### src/rtl/ahb_rand_master.sv
// Randomised AHB-Lite master: each transaction (read/write, SINGLE/INCR4, 16-byte
// aligned address) is decoded from one 6-bit random sample and driven on the bus.
// Ports: clk/reset; rand_in, start; AHB-Lite master signals; busy/done status,
// txn_count, err_count (saturating) and rd_checksum (XOR of OKAY read beats).
module ahb_rand_master #(
  parameter logic [31:0] BASE_ADDR = 32'h0000_0000,
  parameter int unsigned NUM_TXN   = 16
) (
  input  logic        clk,
  input  logic        reset,
  input  logic [5:0]  rand_in,
  input  logic        start,
  input  logic        HREADY,
  input  logic        HRESP,
  input  logic [31:0] HRDATA,
  output logic [31:0] HADDR,
  output logic [1:0]  HTRANS,
  output logic        HWRITE,
  output logic [2:0]  HSIZE,
  output logic [2:0]  HBURST,
  output logic [31:0] HWDATA,
  output logic        busy,
  output logic        done,
  output logic [15:0] txn_count,
  output logic [7:0]  err_count,
  output logic [31:0] rd_checksum
);

  typedef enum logic [2:0] {
    S_IDLE,
    S_DECIDE,
    S_XFER,
    S_LAST,
    S_ERR,
    S_DONE
  } state_t;

  localparam logic [15:0] NUM_TXN16    = 16'(NUM_TXN);
  localparam bit          NUM_TXN_ZERO = (NUM_TXN == 0);

  state_t      state_q, state_d;
  logic        write_q, write_d;
  logic        burst_q, burst_d;
  logic [31:0] base_q, base_d;
  logic [1:0]  beat_q, beat_d;
  logic        dph_vld_q, dph_vld_d;   // a data phase is outstanding on the bus
  logic        dph_wr_q, dph_wr_d;
  logic [31:0] hwdata_q, hwdata_d;
  logic        done_q, done_d;
  logic [15:0] txn_q, txn_d;
  logic [7:0]  err_q, err_d;
  logic [31:0] chk_q, chk_d;

  logic [31:0] addr_cur;
  logic        err_now;
  logic        complete;

  always_ff @(posedge clk or posedge reset) begin
    if (reset) begin
      state_q   <= S_IDLE;
      write_q   <= 1'b0;
      burst_q   <= 1'b0;
      base_q    <= '0;
      beat_q    <= '0;
      dph_vld_q <= 1'b0;
      dph_wr_q  <= 1'b0;
      hwdata_q  <= '0;
      done_q    <= 1'b0;
      txn_q     <= '0;
      err_q     <= '0;
      chk_q     <= '0;
    end else begin
      state_q   <= state_d;
      write_q   <= write_d;
      burst_q   <= burst_d;
      base_q    <= base_d;
      beat_q    <= beat_d;
      dph_vld_q <= dph_vld_d;
      dph_wr_q  <= dph_wr_d;
      hwdata_q  <= hwdata_d;
      done_q    <= done_d;
      txn_q     <= txn_d;
      err_q     <= err_d;
      chk_q     <= chk_d;
    end
  end

  always_comb begin
    state_d   = state_q;
    write_d   = write_q;
    burst_d   = burst_q;
    base_d    = base_q;
    beat_d    = beat_q;
    dph_vld_d = dph_vld_q;
    dph_wr_d  = dph_wr_q;
    hwdata_d  = hwdata_q;
    done_d    = done_q;
    txn_d     = txn_q;
    err_d     = err_q;
    chk_d     = chk_q;
    complete  = 1'b0;
    HADDR     = '0;
    HTRANS    = 2'b00;
    HWRITE    = 1'b0;
    HBURST    = 3'b000;

    addr_cur = base_q + {28'd0, beat_q, 2'b00};
    // First cycle of a two-cycle ERROR response: the slave holds HREADY low.
    err_now  = dph_vld_q && HRESP && !HREADY;

    // Data phase retires whenever HREADY is high; only OKAY reads feed the checksum.
    if (dph_vld_q && HREADY) begin
      dph_vld_d = 1'b0;
      if (!dph_wr_q && !HRESP) begin
        chk_d = chk_q ^ HRDATA;
      end
    end

    case (state_q)
      S_IDLE, S_DONE: begin
        if (start) begin
          state_d = S_DECIDE;
          done_d  = 1'b0;
          txn_d   = '0;
          err_d   = '0;
          chk_d   = '0;
        end
      end
      S_DECIDE: begin
        write_d = rand_in[0];
        burst_d = rand_in[1];
        // 16-byte alignment keeps an INCR4 inside any 1 KB boundary.
        base_d  = BASE_ADDR + {24'd0, rand_in[5:2], 4'b0000};
        beat_d  = 2'd0;
        state_d = S_XFER;
      end
      S_XFER: begin
        HADDR  = addr_cur;
        HTRANS = (beat_q == 2'd0) ? 2'b10 : 2'b11;
        HWRITE = write_q;
        HBURST = burst_q ? 3'b011 : 3'b000;
        if (err_now) begin
          // Remaining beats are cancelled; address phase drops to IDLE next cycle.
          state_d = S_ERR;
        end else if (HREADY) begin
          dph_vld_d = 1'b1;
          dph_wr_d  = write_q;
          if (write_q) begin
            hwdata_d = addr_cur ^ 32'hA5A5_A5A5;
          end
          if (beat_q == (burst_q ? 2'd3 : 2'd0)) begin
            state_d = S_LAST;
          end else begin
            beat_d = beat_q + 2'd1;
          end
        end
      end
      S_LAST: begin
        if (err_now) begin
          state_d = S_ERR;
        end else if (HREADY) begin
          complete = 1'b1;
        end
      end
      S_ERR: begin
        if (HREADY) begin
          complete = 1'b1;
          if (err_q != 8'hFF) begin
            err_d = err_q + 8'd1;
          end
        end
      end
      default: state_d = S_IDLE;
    endcase

    if (complete) begin
      txn_d = txn_q + 16'd1;
      if (!NUM_TXN_ZERO && (txn_d == NUM_TXN16)) begin
        state_d = S_DONE;
        done_d  = 1'b1;
      end else begin
        state_d = S_DECIDE;
      end
    end
  end

  assign HSIZE       = 3'b010;
  assign HWDATA      = hwdata_q;
  assign busy        = (state_q == S_DECIDE) || (state_q == S_XFER) ||
                       (state_q == S_LAST)   || (state_q == S_ERR);
  assign done        = done_q;
  assign txn_count   = txn_q;
  assign err_count   = err_q;
  assign rd_checksum = chk_q;

endmodule

### config.mk
export PLATFORM = sky130hd
export DESIGN_NAME = ahb_rand_master
export DESIGN_NICKNAME = d
export VERILOG_FILES = /design/src/rtl/ahb_rand_master.sv
export SDC_FILE = /design/constraint.sdc
export NUM_CORES = 1
export LEC_CHECK = 0
export BUFFER_PORTS_ARGS = -buffer_cell sky130_fd_sc_hd__buf_4
export CAP_MARGIN = 15
export CORE_MARGIN = 2
export CORE_UTILIZATION = 53
export DETAILED_ROUTE_END_ITERATION = 12
export PLACE_DENSITY = 0.84
export SYNTH_ARGS = -nofsm -noshare
export SYNTH_HDL_FRONTEND = slang
export SYNTH_SLANG_ARGS = --single-unit
### constraint.sdc
create_clock -name clk -period 4.85 [get_ports clk]
set_clock_uncertainty 0.1 [all_clocks]
set_input_delay 0.2425 -clock clk [delete_from_list [all_inputs] [get_ports clk]]
set_output_delay 0.2425 -clock clk [all_outputs]
set_load 0.02 [all_outputs]
# Yosys cells after proc, flatten, opt, wreduce, memory -nomap -nowiden
# Cells that the tools add are included.
op_classes:
  add_sub_neg: 4
  eq_ne: 19
  mux: 41
  bitwise: 3
  n_reduce_logical: 23
ops:
  columns: ["op", "n"]
  rows:
  - ["32-bit two-way mux", 4]
  - ["16-bit two-way mux", 3]
  - ["32-bit XOR", 1]
  - ["8-bit two-way mux", 3]
  - ["3-bit two-way mux", 7]
  - ["16-bit by 1-bit adder with 16-bit output, second input constant", 1]
  - ["16-bit by 5-bit == test with 1-bit output, second input constant", 1]
  - ["5-bit NOT with 16-bit output", 1]
  - ["8-bit case mux with 2 select lines", 1]
  - ["3-bit case mux with 5 select lines", 1]
  - ["2-bit two-way mux", 7]
  - ["2-bit inequality test, second input constant", 7]
  - ["1-bit two-way mux", 12]
  - ["4-bit AND reduction", 3]
  - ["8-bit by 4-bit adder with 9-bit output", 1]
  - ["9-bit two-way mux", 1]
  - ["8-bit by 1-bit adder with 8-bit output, second input constant", 1]
  - ["4-bit inequality test, second input constant", 2]
  - ["8-bit inequality test, second input constant", 1]
  - ["2-bit nonzero test", 4]
  - ["3-bit by 2-bit == test with 1-bit output, second input constant", 2]
  - ["3-bit == test, second input constant", 2]
  - ["3-bit inequality test, second input constant", 2]
  - ["5-bit AND reduction", 1]
  - ["other kinds (14)", 21]
word_totals:
  reg_bits: 102
  input_bits: 43
  output_inout_bits: 131
  elab_cells: 102

# Logic depth before layout (Yosys ltp)
# Gate-level depths: netlist of run 1.
logic_depth:
  word_depth: 7
  depth_mapped: 8
  mapped_depth_nobuf: 7

# Worst setup path after synthesis of run 1
# Ideal clock, no wire load.
synth_path:
  path_type: "reg-to-reg"
  from: "register txn_q[0] (netlist: txn_count[0])"
  to: "register done_q (netlist: done)"
  setup_time_ns: 0.078
  arrival_ns: 2.202
  required_ns: 4.672
  path_slack_ns: 2.469
  stages_incl_launch_ff: 9
  n_path_buf: 1
  synth_period_minus_slack_ns: 2.381
  path_cell_list: "dfrtp_1 -> ha_1 -> nand3_1 -> or3_1 -> buf_2 -> nor4b_2 -> a211oi_1 -> nor4_2 -> o21bai_1"
synth_between:
  elab_chain_cells: 4
synth_lines:
  columns: ["item", "line", "text"]
  rows:
  - ["start, declared", "50", "logic [15:0] txn_q, txn_d;"]
  - ["start signal, assigned", "82", "txn_q <= txn_d;"]
  - ["16-bit by 1-bit adder with 16-bit output", "177", "txn_d = txn_q + 16'd1;"]
  - ["16-bit by 5-bit == test with 1-bit output", "178", "if (!NUM_TXN_ZERO && (txn_d == NUM_TXN16)) begin"]
  - ["1-bit two-way mux", "178", null]
  - ["1-bit two-way mux", "176", "if (complete) begin"]
  - ["via done_d", "49", "logic done_q, done_d;"]
  - ["end signal, assigned", "81", "done_q <= done_d;"]
  - ["end, declared", "49", null]
# The timed path passes the listed nets, and every way through them passes these cells.
# A chain may end at the register's enable or synchronous reset.

# Worst setup path in the final report of run 1
layout_path:
  from: "register state_q[2]"
  to: "register txn_q[5] (netlist: txn_count[5])"
layout_between:
  elab_chain_cells: 4
  word_cells_on_any_way: 10
  cone_classes: "eq/ne (3); mux (2); reduce/logical (5)"
layout_lines:
  columns: ["item", "line", "text"]
  rows:
  - ["start, declared", "41", "state_t state_q, state_d;"]
  - ["start signal, assigned", "73", "state_q <= state_d;"]
  - ["3-bit == test (tied with other cells)", "119", "case (state_q)"]
  - ["1-bit case mux with 2 select lines / 2-bit OR reduction (equally long branches)", "119", null]
  - ["2-bit nonzero test (no source line)", null, null]
  - ["2-bit AND reduction (no source line)", null, null]
# Parallel ways exist; a longest one is shown, timed or not.

==> impl_metrics.yaml, run 1 <==
logic_synthesis:
  syn-cell-area_um2: 4349
  ys_seq_area_share_pct: 44.30
  yosys.area.top_type: "dfrtp_1"
  yosysUniqueCellTypes: 54
  synth_warnings: 0
  synth_common_cells: "nand2_1, dfrtp_1, nor2_1"
  synthTopCellsByArea: "dfrtp_1, buf_4, xor2_1"
  synth_edf_count: 0
  ys_ff_latch: 77
  synth_top_cell_area_share_pct: 44.30
  synthFlopType: "dfrtp_1"
  async_reset_ff_share_pct: 100.0
  syn_inst: 493
  synth.most_common_cell: "nand2_1"
  postSynthAreaPerCell_um2: 8.822
finish:
  layout-drive-gt1-share_pct: 26.35
  multi_input_area_um2: 2044
  fin_util_pct: 67.08
  fillCellCount: 686
  nets: 653
  areaGrowthSynthToFinish_pct: 24.83
  antenna_cells: 0
  regArea_um2: 1927
placement:
  dp_hpwl_um: 6860
  gp_congestion: 0.8432
  port_buffers: 130
  pre_cts_ws_ns: 2.009
setup_path:
  worst_path_max_delay_cell: "dfrtp_1"
  crit_path_start_kind: "flop"
  path_buf_inv: 1
  path_cells: "mux2_1, o221ai_1, nor3_4, buf_4, nor2_1, o21ai_0, o31ai_1"
  criticalPathCategory: "flop to flop"
  timing.rr.start: "state_q[2]$_DFFE_PP0P_"
  crit_fanout: 36
  arrival_ns: 3.03
  cp_top_family: "flip-flops"
  required_ns: 5.02
  cp-end-kind: "flop"
  rr_endpoint: "txn_count[5]$_DFFE_PP0P_"
  r2r.worst_path.cells: 7
  rrSetupSlack_ns: 1.99
  worst_path_largest_cell_delay_ns: 0.69
cts:
  clock-sinks: 77
  clk_path_buf_depth: 2
  cts_tree: "built"
  h-tree-depth: 3
  cts_root_buffer: "clkbuf_8"
  cts_made_buffers: 9
  clk_pin_slew_ns: 0.09
  clock_latency_ns: 0.35
  cts_resized: 0
drt:
  drtIter0Drc: 182
  wire_per_inst_um: 13.47
  drt_wl_total_um: 9645
  drc: 0
  vias_per_cell: 5.161
  postRouteAntennaNets: 0
  num_vias: 3695
  dr.pass1.iters: 4
sta:
  slew_viol_final: 0
  grt_setup_unrepaired: "no"
  max_slew_margin_pct: 36.01
  final.setup.tns_ns: 0
  period_needed_ns: 2.858
  post-route-period-util_pct: 58.92
  setup-violations-final: 0
  setup_slack_ns: 1.992
  final-hold-violation-count: 0
  fmax_ghz: 0.3499
  worst_slew_pin_slew_ns: 0.9599
power:
  power.density_nw_per_um2: 515.8
  p_leak_nw: 2.712
  ir_worst_vdd_uv: 231.6
global_routing:
  grtUsageTotal_pct: 22.43
  overflow: 0
  grt_max_degree: 78
  antenna_found_initial: 0
  grt_pass1_vias: 3440
  grt_pass1_wl_um: 15890
floorplan:
  die_h_um: 94.59
  initial_utilization_pct: 53.74
  core_um2: 8093
  die_w_um: 94.59
  die_area_um2: 8946
  rows: 33
  io_pins: 174
status:
  outcome: "finished clean"
min_path:
  min_path_type: "input port to asynchronous set/reset pin"
job:
  maxCapViolations: 0
how the worst max path moves through the flow:
stage	from	to	cells past startpoint
4_1_cts	state_q[2]$_DFFE_PP0P_	txn_count[15]$_DFFE_PP0P_	7
5_1_grt	state_q[2]$_DFFE_PP0P_	txn_count[8]$_DFFE_PP0P_	7
3_3_place_gp	state_q[2]$_DFFE_PP0P_	txn_count[8]$_DFFE_PP0P_	7
2_1_floorplan	txn_count[0]$_DFFE_PP0P_	done$_DFF_PP0_	8
3_5_place_dp	state_q[2]$_DFFE_PP0P_	txn_count[7]$_DFFE_PP0P_	7
6_report	state_q[2]$_DFFE_PP0P_	txn_count[5]$_DFFE_PP0P_	7
metrics by stage:
step                cell area (um^2)  hold WS, ns  power (mW)  cells
CTS                             5429      0.06943       2.816    716
finish                          5429      0.05798       2.800    716
global placement                5140       0.3353       2.208    694
floorplan                       4503       0.2479       1.844    534
detailed placement              5140       0.3396       2.254    694
global route                    5429       0.1125       2.983    716
power breakdown:
group,leakage (nW),switching (mW),internal [mW],total [mW]
Sequential,1.04,0.194,0.824,1.02
Clock,0.117,0.252,0.308,0.560
Combinational,1.56,0.743,0.480,1.22
Total,2.71,1.19,1.61,2.80
layer usage:
layer,vias up,wire (um),global-route usage (%)
li1,1790,-,-
met1,1748,4009,28.91
met2,131,4869,37.14
met3,26,467,3.671
met5,-,0,0
met4,0,299,10.39
registers in the layout, indices dropped and copies added, names as in the netlist, named ones only:
register and count:
done 1, HWDATA 7, rd_checksum 32, burst_q 1, dph_wr_q 1, write_q 1, state_q 3, base_q 4
beat_q 2, err_count 8, txn_count 16
logic make-up after synthesis:
family                     after synthesis  synth area share [%]
AOI/OAI and AO/OA                       78                 11.13
buffers and inverters                   87                 12.51
adders and majority gates                4                 1.151
DFF                                     77                 44.30
other                                    2                0.1727
xor gates and xnor gates                37                 7.451
and+or+nand+nor                        205                 22.50
muxes                                    3                0.7767
worst register-to-register path: stages (launching register included):
cell,delay [ns]
dfrtp_1,0.69
mux2_1,0.38
o221ai_1,0.36
nor3_4,0.07
buf_4,0.26
nor2_1,0.59
o21ai_0,0.23
o31ai_1,0.10
repair_timing:
action | 4_1_cts | 5_1_grt
setup buffers | 0 | 0
endpoints found under the hold margin | 6 | 0
hold buffers | 6 | 0
cell type report:
type | count | share of cell area (%)
inverters | 8 | 0.5762
clock inverters | 6 | 1.682
repair buffers | 140 | 19.64
well taps | 105 | 2.420
multi-input cells | 370 | 37.66
flip-flops and latches | 77 | 35.49
clock buffers | 10 | 2.535
cell usage in the layout (no fill, tap or decap), types with 2 or more instances in the layout:
cell,count
buf_4,134
nand2_1,80
dfrtp_1,77
nor2_1,57
conb_1,43
xor2_1,35
o21ai_0,31
nand3_1,13
clkbuf_8,10
o31ai_1,9
nor3_1,8
and2_1,8
a21oi_1,8
and3_1,7
o21ai_1,7
inv_1,6
nand2b_1,6
dlygate4sd3_1,6
or3_1,4
nor4_1,4
ha_1,4
nand4_1,3
nor4b_1,3
a31oi_1,3
o221ai_1,2
o21a_1,2
o32ai_1,2
nor4b_2,2
xnor2_1,2
and4_1,2
clkinv_2,2
o41ai_1,2
mux2_2,2
bufinv_16,2
inv_6,2
Power figures use the tool's default switching activity.
==> run 2: changes to the inputs <==
Settings changed: ABC_AREA set to 1, CORE_UTILIZATION 53 to 50, PLACE_DENSITY 0.84 to 0.79.
Clock period 4.85 ns to 3 ns, I/O delays scaled along.
==> run 2 against run 1 <==
Area after synthesis rose by 4.2%. Sequential share of layout area fell by 2.1 points. Maximum frequency rose by 38%. Largest power group unchanged. Highest routed layer unchanged.
==> impl_metrics.yaml, run 2 <==
power:
  power.density_nw_per_um2: 771.6
  ir_worst_vdd_uv: 482.0
  p_leak_nw: 2.863
  total_power_mw: 4.447
placement:
  gp_congestion: 0.8540
  dp_hpwl_um: 7633
  port_buffers: 130
  dpl_cell_area_um2: 5299
logic_synthesis:
  syn-cell-area_um2: 4532
  synthFlopType: "dfrtp_1"
  postSynthAreaPerCell_um2: 7.951
  yosys.area.top_type: "dfrtp_1"
  yosysUniqueCellTypes: 36
  synth_warnings: 0
  synth_top_cell_area_share_pct: 42.52
  ys_seq_area_share_pct: 42.52
  synth_common_cells: "nand2_1, dfrtp_1, inv_1"
  ys_ff_latch: 77
  synth.most_common_cell: "nand2_1"
  synthTopCellsByArea: "dfrtp_1, buf_4, nand2_1"
  async_reset_ff_share_pct: 100.0
  syn_inst: 570
  synth_edf_count: 0
setup_path:
  rr_endpoint: "txn_count[8]$_DFFE_PP0P_"
  path_buf_inv: 0
  cp-end-kind: "flop"
  rrSetupSlack_ns: 0.93
  cp_top_family: "simple AND/OR/NAND/NOR gates"
  worst_path_max_delay_cell: "nand2_1"
  r2r.worst_path.cells: 4
  arrival_ns: 2.18
  required_ns: 3.11
  crit_fanout: 13
  criticalPathCategory: "flop to flop"
  timing.rr.start: "state_q[0]$_DFFE_PP0P_"
  crit_path_start_kind: "flop"
  critical_path.most_common_cell: "o21ai_0"
  worst_path_largest_cell_delay_ns: 0.55
  path_cells: "o21ai_0, nand3_1, nand2_1, o21ai_0"
drt:
  postRouteAntennaNets: 0
  vias_per_cell: 5.022
  drc: 0
  wire_per_inst_um: 12.98
  drtIter0Drc: 209
  drt_wl_total_um: 10670
  dr.pass1.iters: 4
  num_vias: 4128
cts:
  clock-sinks: 77
  clk_pin_slew_ns: 0.09
  cts_tree: "built"
  clock_latency_ns: 0.35
  post-cts-setup-buffers: 0
  h-tree-depth: 3
  cts_root_buffer: "clkbuf_8"
  clk_path_buf_depth: 2
  cts_made_buffers: 9
min_path:
  whs_path_depth: 3
  min_path_type: "input port to flop"
  hold_start: "HRDATA[26]"
  whs_endpoint: "rd_checksum[26]$_DFF_PP0_"
global_routing:
  antenna_found_initial: 0
  grt_max_degree: 33
  grt_pass1_wl_um: 17530
  overflow: 0
  grtUsageTotal_pct: 21.65
  grt_pass1_vias: 3879
finish:
  largest_register_ffs: 32
  nets: 756
  antenna_cells: 0
  final_cell_area_um2: 5764
  layout-drive-gt1-share_pct: 26.33
  areaGrowthSynthToFinish_pct: 27.19
  mostFrequentLayoutCells: "buf_4, nand2_1, dfrtp_1"
  final_common_cell: "buf_4"
  fillCellCount: 739
floorplan:
  core_um2: 8763
  die_area_um2: 9842
  die_h_um: 99.21
  rows: 34
  initial_utilization_pct: 51.71
  die_w_um: 99.21
  io_pins: 174
sta:
  fmax_ghz: 0.4826
  worst_slew_pin_slew_ns: 0.9642
  grt_setup_unrepaired: "no"
  final-hold-violation-count: 0
  slew_viol_final: 0
  max_slew_margin_pct: 35.65
  final.setup.tns_ns: 0
  period_needed_ns: 2.072
  setup-violations-final: 0
  post-route-period-util_pct: 69.08
job:
  maxCapViolations: 0
status:
  outcome: "finished clean"
[run 2: timing repair]
| action | 4_1_cts | 5_1_grt |
|---|---|---|
| hold endpoints to repair | 47 | 0 |
| hold buffers | 25 | 0 |
| gates resized for setup | 0 | 0 |
[run 2: power breakdown]
part / internal (mW) / switching (mW) / leakage, nW
clock: 0.469 / 0.377 / 0.110
sequential: 1.32 / 0.241 / 1.03
combinational: 0.738 / 1.31 / 1.72
total: 2.52 / 1.92 / 2.86
[run 2: through the flow]
step,setup WS (ns),instances,hold WS [ns],utilization (%)
after floorplan,0.7833,611,0.1710,-
after detailed placement,0.9395,781,0.1424,60.47
after global routing,0.7509,822,0.002969,65.78
after CTS,0.9405,822,0.0003087,65.78
after global placement,1.082,781,0.1375,60.47
final,0.9277,822,0.008913,65.78
[run 2: logic make-up (layout without fill, tap and decap cells)]
logic type / after synthesis / after routing / synth area share, %
AND/OR/NAND/NOR: 217 / 217 / 22.22
flip-flops: 77 / 77 / 42.52
adder cells (fa/ha/maj): 4 / 4 / 1.104
other: 2 / 43 / 0.1657
AO/OA/AOI/OAI: 116 / 116 / 14.52
XOR/XNOR: 6 / 6 / 1.160
buffers and inverters: 148 / 251 / 18.30
[run 2: cell type report]
cell class	instances	area (um^2)	area share (%)
multi-input combinational	386	1932	33.51
inverter	75	291.5	5.058
tap	108	135.1	2.344
sequential	77	1927	33.43
timing repair buffer	160	1264	21.92
clock buffer	10	127.6	2.214
clock inverter	6	87.58	1.519
[run 2: worst max-delay path by stage]
stage / startpoint / endpoint / slack, ns / depth (start not counted)
after floorplan: reset / HWDATA[29]$_DFFE_PP0P_ / 0.78 / 1
after global placement: state_q[0]$_DFFE_PP0P_ / state_q[0]$_DFFE_PP0P_ / 1.08 / 5
after detailed placement: state_q[0]$_DFFE_PP0P_ / txn_count[8]$_DFFE_PP0P_ / 0.94 / 4
after CTS: state_q[0]$_DFFE_PP0P_ / state_q[0]$_DFFE_PP0P_ / 0.94 / 5
after global routing: state_q[1]$_DFFE_PP0P_ / state_q[2]$_DFFE_PP0P_ / 0.75 / 10
final: state_q[0]$_DFFE_PP0P_ / txn_count[8]$_DFFE_PP0P_ / 0.93 / 4
[run 2: routing by layer]
layer / global-route usage (%) / part of all wire (%)
met5: 0 / 0
met4: 8.325 / 2.1
met3: 2.952 / 7.2
met2: 34.25 / 46
met1: 30.46 / 44
[run 2: worst min-delay path: stages]
cell     delay (ns)
buf_4          0.11
nand3_1        0.09
a21oi_1        0.07
